`src/rtl/vrf_pkg.sv`:
```
// ----------------------------------------------------------------------------
// vrf_pkg: shared defaults and lane helper for the vector register file. Rev 1.0
// ----------------------------------------------------------------------------
`default_nettype none

package vrf_pkg;

    localparam int VRF_LANES   = 4;
    localparam int VRF_LANE_W  = 8;
    localparam int VRF_REG_QTY = 8;

    function automatic int lane_slice(input int lane, input int lane_w);
        return lane * lane_w;
    endfunction

endpackage

`default_nettype wire

```
`src/rtl/vrf_row.sv`:
```
// ----------------------------------------------------------------------------
// vrf_row: one vector register with per-lane write enables and async clear. Rev 1.0
// ----------------------------------------------------------------------------
`default_nettype none

module vrf_row
    import vrf_pkg::*;
#(
    parameter int LANES  = VRF_LANES,
    parameter int LANE_W = VRF_LANE_W
) (
    input  logic                    clk,
    input  logic                    rst_n,
    input  logic [LANES-1:0]        lane_we,
    input  logic [LANES*LANE_W-1:0] d,
    output logic [LANES*LANE_W-1:0] q
);

    always_ff @(posedge clk or negedge rst_n) begin
        if (!rst_n) begin
            q <= '0;
        end else begin
            for (int l = 0; l < LANES; l++) begin
                if (lane_we[l]) begin
                    q[lane_slice(l, LANE_W) +: LANE_W] <= d[lane_slice(l, LANE_W) +: LANE_W];
                end
            end
        end
    end

endmodule

`default_nettype wire

```
`src/rtl/vector_register_file.sv`:
```
// ----------------------------------------------------------------------------
// vector_register_file: multi-lane register file with per-lane bypass and RAW scoreboard. Rev 1.0
// ----------------------------------------------------------------------------
`default_nettype none

module vector_register_file
    import vrf_pkg::*;
#(
    parameter int LANES    = VRF_LANES,
    parameter int LANE_W   = VRF_LANE_W,
    parameter int REG_QTY  = VRF_REG_QTY,
    parameter int SEL_BITS = $clog2(REG_QTY),
    parameter int ZERO_REG = 1
) (
    input  logic                    clk,
    input  logic                    reset,
    input  logic                    wrEn,
    input  logic [SEL_BITS-1:0]     wrSel,
    input  logic [LANES-1:0]        wrMask,
    input  logic [LANES*LANE_W-1:0] dataIn,
    input  logic [SEL_BITS-1:0]     rSel1,
    input  logic [SEL_BITS-1:0]     rSel2,
    output logic [LANES*LANE_W-1:0] reg1Out,
    output logic [LANES*LANE_W-1:0] reg2Out,
    input  logic                    claimEn,
    input  logic [SEL_BITS-1:0]     claimSel,
    input  logic                    flush,
    output logic                    busy1,
    output logic                    busy2,
    output logic [REG_QTY-1:0]      pendingVec
);

    localparam int W = LANES * LANE_W;

    logic [W-1:0]        row_q [REG_QTY];
    logic [REG_QTY-1:0]  pending;
    logic [REG_QTY-1:0]  pending_nxt;
    logic                hit1;
    logic                hit2;

    function automatic logic [W-1:0] merge_lanes(
        input logic [W-1:0]     stored,
        input logic [W-1:0]     fresh,
        input logic [LANES-1:0] take
    );
        merge_lanes = stored;
        for (int l = 0; l < LANES; l++) begin
            if (take[l]) begin
                merge_lanes[lane_slice(l, LANE_W) +: LANE_W] = fresh[lane_slice(l, LANE_W) +: LANE_W];
            end
        end
    endfunction

    for (genvar r = 0; r < REG_QTY; r++) begin : g_row
        if (ZERO_REG != 0 && r == 0) begin : g_zero
            assign row_q[r] = '0;
        end else begin : g_flop
            logic row_we;
            assign row_we = wrEn && (wrSel == SEL_BITS'(r));

            vrf_row #(
                .LANES  (LANES),
                .LANE_W (LANE_W)
            ) u_row (
                .clk     (clk),
                .rst_n   (reset),
                .lane_we (wrMask & {LANES{row_we}}),
                .d       (dataIn),
                .q       (row_q[r])
            );
        end
    end

    // Bypass is gated by reset so outputs read zero the moment reset asserts.
    assign hit1 = reset && wrEn && (wrSel == rSel1) && !((ZERO_REG != 0) && (rSel1 == '0));
    assign hit2 = reset && wrEn && (wrSel == rSel2) && !((ZERO_REG != 0) && (rSel2 == '0));

    assign reg1Out = merge_lanes(row_q[rSel1], dataIn, wrMask & {LANES{hit1}});
    assign reg2Out = merge_lanes(row_q[rSel2], dataIn, wrMask & {LANES{hit2}});

    // A claim beats a same-cycle writeback: the claim is the newer producer.
    always_comb begin
        pending_nxt = pending;
        if (flush) begin
            pending_nxt = '0;
        end else begin
            for (int r = 0; r < REG_QTY; r++) begin
                if (claimEn && (claimSel == SEL_BITS'(r))) begin
                    pending_nxt[r] = 1'b1;
                end else if (wrEn && (wrSel == SEL_BITS'(r))) begin
                    pending_nxt[r] = 1'b0;
                end
            end
        end
        if (ZERO_REG != 0) begin
            pending_nxt[0] = 1'b0;
        end
    end

    always_ff @(posedge clk or negedge reset) begin
        if (!reset) begin
            pending <= '0;
        end else begin
            pending <= pending_nxt;
        end
    end

    assign busy1      = pending[rSel1];
    assign busy2      = pending[rSel2];
    assign pendingVec = pending;

endmodule

`default_nettype wire

```
`config.mk`:
```
export PLATFORM = sky130hd
export DESIGN_NAME = vector_register_file
export DESIGN_NICKNAME = d
export VERILOG_FILES = /design/src/rtl/vrf_pkg.sv /design/src/rtl/vrf_row.sv /design/src/rtl/vector_register_file.sv
export SDC_FILE = /design/constraint.sdc
export NUM_CORES = 1
export LEC_CHECK = 0
export CORE_ASPECT_RATIO = 1.1
export CORE_MARGIN = 1
export CORE_UTILIZATION = 25
export DETAILED_ROUTE_END_ITERATION = 12
export PLACE_DENSITY = 0.44
export SETUP_SLACK_MARGIN = 0.4
export SYNTH_ARGS = -nofsm -noshare
export SYNTH_HDL_FRONTEND = slang
export SYNTH_HIERARCHICAL = 1
export SYNTH_SLANG_ARGS = --single-unit
```
`constraint.sdc`:
```
create_clock -name clk -period 4.85 [get_ports clk]
set_input_delay 1.2125 -clock clk [delete_from_list [all_inputs] [get_ports clk]]
set_output_delay 1.2125 -clock clk [all_outputs]
set_load 0.02 [all_outputs]
```
* Yosys cells after proc, flatten, opt, wreduce, memory -nomap -nowiden
Index checks and enable logic that the tools add are counted.
Storage, ports and cells: word-level logic and storage cells 132, flip-flop bits (word level) 231, input port bits 53, output and inout port bits 74
Operators by class: equal/unequal tests 16, bitwise gates (word level) 11, multiplexer cells 34, reduce and logical (&&, ||, !) cells 32, magnitude comparators 4
Operators with widths (count):
- $bmux W32 S3 | 2
- $mux W32 | 4
- $mux W8 | 9
- $and A4 B4 Y4 | 9
- $eq A3 B3 Y1 const B | 8
- $reduce_bool A3 Y1 | 7
- $logic_and A1 B1 Y1 | 20
- $mux W1 | 17
- $eq A3 B2 Y1 const B | 4
- $logic_not A3 Y1 | 3
- $ge A4 B4 Y1 const B | 2
- $lt A3 B4 Y1 const B | 2
- $not A3 Y4 | 2
- $bmux W1 S3 | 2
- $eq A3 B1 Y1 const B | 2
- $eq A3 B3 Y1 | 2
- $logic_not A1 Y1 | 2

* Logic depth before layout (Yosys ltp)
depth in word-level cells 5, gate-level depth with buffers 7, mapped depth without buffers 4

* Cells and area by module
Netlist, hierarchy kept.
By module, submodules not included:
- vrf_row | area an instance 1326.3 um2, cells each 68, sequential area each 800.8 um2, times used 7
- vector_register_file | area an instance 5149.9 um2, cells each 562, sequential area each 175.2 um2, times used 1

* Least setup slack after synthesis
OpenSTA, ideal clock, no wires.
path type input port to output port, from input wrSel[1], to output reg2Out[16], stages 5, path buffers 1, data arrival time 2539 ps, required time 3638 ps, setup slack 1098 ps, path through clkbuf_2 xnor2_1 o2111ai_2 nor2_2 mux2i_1
On the way: word-level cells in the longest chain between the ends 5
RTL lines:
- start, declared | line vector_register_file.sv:18 | input logic [SEL_BITS-1:0] wrSel,
- $eq A3 B3 Y1 | line vector_register_file.sv:76 | assign hit2 = reset && wrEn && (wrSel == rSel2) && !((ZERO_REG != 0) && (rSel2 == '0));
- $logic_and A1 B1 Y1 (2 in a row) | line vector_register_file.sv:76
- $and A4 B4 Y4 | line vector_register_file.sv:79 | assign reg2Out = merge_lanes(row_q[rSel2], dataIn, wrMask & {LANES{hit2}});
- $mux W8 | line vector_register_file.sv:48 | if (take[l]) begin
- end, declared | line vector_register_file.sv:24 | output logic [LANES*LANE_W-1:0] reg2Out,
Every way passes these cells.

* Final worst setup path
from input wrSel[2], to output reg2Out[18]
Same word-level chain as after synthesis.

==> metrics.md <==
| Metric | Value |
|---|---|
| R2R setup slack | `4.05 ns` |
| Mapped Cells | `1038` |
| DP HPWL | `30700 µm` |
| Delay-heaviest family, CP | `buffers and inverters` |
| Via density | `4.90` |
| Min cycle time layout | `4.48 ns` |
| Slew at the pin closest to its max-slew limit | `0.932 ns` |
| Fin cells | `about 1900` |
| Status | `finished clean` |
| Sequential area share after synthesis | `0.400` |
| WP data required | `3.64 ns` |
| Via count | `9529` |
| CP startpoint kind | `primary input` |
| Kind of critical path | `in -> out` |
| Comb power frac | `0.281` |
| Synth Net Count | `1091` |
| Hold_ws | `between 0.4 and 0.5 ns` |
| RSZ-0062 raised after global routing | `yes` |
| CTS buffer count | `28` |
| Final #Nets | `1224` |
| Die Width | `231 µm` |
| Cell Pwr Density | `389 nW/µm²` |
| FF+latch count, synth | `231` |
| ANT nets after route | `0` |
| Layout cells sized above 1 | `0.427` |
| Slew Viols, Final | `0` |
| Crit-path cells | `dlygate4sd2_1, xnor2_1, o2111ai_4, nor2_2, buf_12, mux2_2, clkdlybuf4s50_1` |
| Seq pwr share | `0.394` |
| Post-synthesis xor/xnor area fraction | `0.00234` |
| Num ports | `127` |
| Placed Cells | `1881` |
| Largest net degree at the start of global routing | `65` |
| Highest clock rate | `223 MHz` |
| TritonCTS clock tree | `built` |
| Fin util | `0.311` |
| Worst skew pair latency | `0.55 ns` |
| Root Buffer | `clkbuf_16` |
| Initial antenna violation count | `1` |
| Max cap viols | `0` |
| First-pass GRT wire length | `72400 µm` |
| Fin Clk Skew | `0 ns` |
| Most frequent cells in the layout | `dfrtp_1, mux2_4, mux2i_1` |
| Lkg Pwr | `7.74 nW` |
| Crit path capture type | `primary output` |
| Iteration count of the initial detailed-routing pass | `5` |
| Routed length per placed instance | `24.9 µm` |
| Synth warn | `6` |
| Post-Synth Simple-Gate Area | `0.0331` |
| Max stage delay on crit path | `0.54 ns` |
| Crit path max fanout | `8` |
| Largest cells by area after synthesis | `dfrtp_1, mux2_4, mux2_2` |
| Arrival time at the worst endpoint | `3.27 ns` |
| Synth cell types | `38` |
| Clk pin slew, worst setup/hold paths | `0.06 ns` |
| P_sw | `2.04 mW` |
| H-tree depth | `1` |
| Yosys top cell by area | `dfrtp_1` |
| Total routed wirelength | `48400 µm` |
| Top cell type's share of synthesized area | `0.400` |
| Final WS setup | `approximately 0.37 ns` |
| Compound-Gate Fraction of Synth Area | `0.0883` |
| Rows | `between 90 and 100` |
| Input/output buffers | `125` |
| Pre-CTS WS | `between 0.02 and 0.025 ns` |
| DIE HEIGHT | `254 µm` |
| WP buf/inv | `3` |
| Initial DRC count | `~580` |
| Final Hold Vio Count | `0` |
| Dpl cell area | `16600 µm²` |
| Core area | `57200 µm²` |
| Net Sw Frac | `0.295` |
| Slew headroom | `0.376` |
| Starting density of the core | `0.252` |
| Internal power | `4.88 mW` |
| Cell area after layout | `17800 µm²` |
| Drt drc | `0` |
| Syn Std Cell Area | `14400 µm²` |
| Clock buffer depth | `3` |
| Multiplexer share of the synthesized area | `0.426` |
| GRT overflow | `0` |
| Power share of the clock group | `0.325` |
| Commonest non-fill, non-tap cell in the layout | `dfrtp_1` |
| Period Utilization, post-route | `0.924` |
| Vias in the first global route | `around 10000` |
| Final setup violation count | `0` |
| Routability cong. | `roughly 0.75` |
| Tightest Hold Check Type | `in -> async` |
| Largest family of logic cells by synthesized area | `multiplexers` |
| Synth Area in Adders | `0` |
| Max IR drop VDD | `0.000219 V` |
| CP max stage cell | `clkdlybuf4s50_1` |
| Gr usage total | `0.165` |
| Area Overhead vs Synth | `23.2%` |
| Post-synthesis area per instance | `13.9 µm²` |
| CTS sink cnt | `between 200 and 250` |
| Die ar. | `58700 µm²` |
-- synth_stat cells --
cell / n
or2b_1: 1
buf_1: 1
o2111ai_4: 1
or2b_2: 1
a221oi_1: 126
nand3_1: 8
buf_6: 38
a22oi_1: 1
a211oi_1: 1
and2_1: 30
o21ai_0: 8
nand4_1: 1
nor2_1: 9
conb_1: 1
nor3_1: 1
buf_4: 15
clkbuf_2: 1
clkbuf_1: 21
mux2_4: 224
xnor2_1: 2
nand2_1: 6
a21oi_1: 10
nor2_2: 4
and2b_1: 1
o21ba_2: 1
inv_1: 2
dfrtp_1: 231
xnor2_2: 1
mux2i_1: 129
nor2b_1: 6
mux2_2: 126
nand2b_1: 5
mux2_1: 1
mux4_2: 3
o21a_4: 1
o2111ai_2: 1
buf_2: 15
nor3_4: 4
-- sequential cells by signal (all words and copies together) (netlist names) --
| name | cells |
|---|---|
| g_row.g_flop.u_row/q | 224 |
| pendingVec | 7 |
-- routing by layer --
layer  vias up  GRT usage  routed length [µm]
met5         -          0                   0
met4         0     0.0518                1340
met3        64     0.0173                1390
met2       198      0.273               23100
met1      4994      0.226               22500
li1       4273          -                   -
-- path summary, 6_finish.rpt --
check,from,end,cells after the start
worst max-delay path,wrSel[2],reg2Out[18],7
worst min-delay path,reset,g_row[4].g_flop.u_row/q[4]$_DFFE_PN0P_,1
worst max register to register,g_row[4].g_flop.u_row/q[6]$_DFFE_PN0P_,g_row[4].g_flop.u_row/q[6]$_DFFE_PN0P_,1
worst min register to register,g_row[3].g_flop.u_row/q[7]$_DFFE_PN0P_,g_row[3].g_flop.u_row/q[7]$_DFFE_PN0P_,1
max in group asynchronous,reset,g_row[4].g_flop.u_row/q[20]$_DFFE_PN0P_,3
min in group clk,g_row[3].g_flop.u_row/q[7]$_DFFE_PN0P_,g_row[3].g_flop.u_row/q[7]$_DFFE_PN0P_,1
-- kinds of logic (layout without fill, tap and decap cells) --
family / count (synthesis) / count (layout)
AOI/OAI and AO/OA: 150 / 150
muxes: 483 / 483
and+or+nand+nor: 77 / 79
xor gates and xnor gates: 3 / 3
other: 1 / 2
buffers and inverters: 93 / 245
DFF: 231 / 231
-- through the flow --
| step | power, mW | TNS (ns) |
|---|---|---|
| floorplan | 4.05 | 0 |
| global placement | 4.71 | -0.0370 |
| detailed placement | 4.72 | 0 |
| CTS | 6.99 | 0 |
| global route | 7.27 | 0 |
| finish | 6.92 | 0 |
-- final cells by class --
class,count,area [µm²]
multi-input combinational,716,8080
sequential,231,5780
inverter,2,7.51
tap,752,941
clock inverter,12,135
fill,5680,39400
clock buffer,39,843
antenna,1,2.50
timing repair buffer,192,1990
-- power groups by stage --
stage	Sequential, mW	Combinational [mW]	Clock, mW
6_report	2.73	1.95	2.25
5_1_grt	2.79	2.10	2.38
4_1_cts	2.72	1.96	2.31
3_5_place_dp	2.74	1.99	0
3_3_place_gp	2.73	1.98	0
2_1_floorplan	2.64	1.41	0
-- timing repair --
action / CTS / global route
resized for setup: 80 / 21
endpoints found under the setup margin: 65 / 34
pin swaps: 4 / 1
buffers inserted: 6 / 2
cloned: 3 / 1
hold buffers: 0 / 0
(Power assumes the default switching activity.)
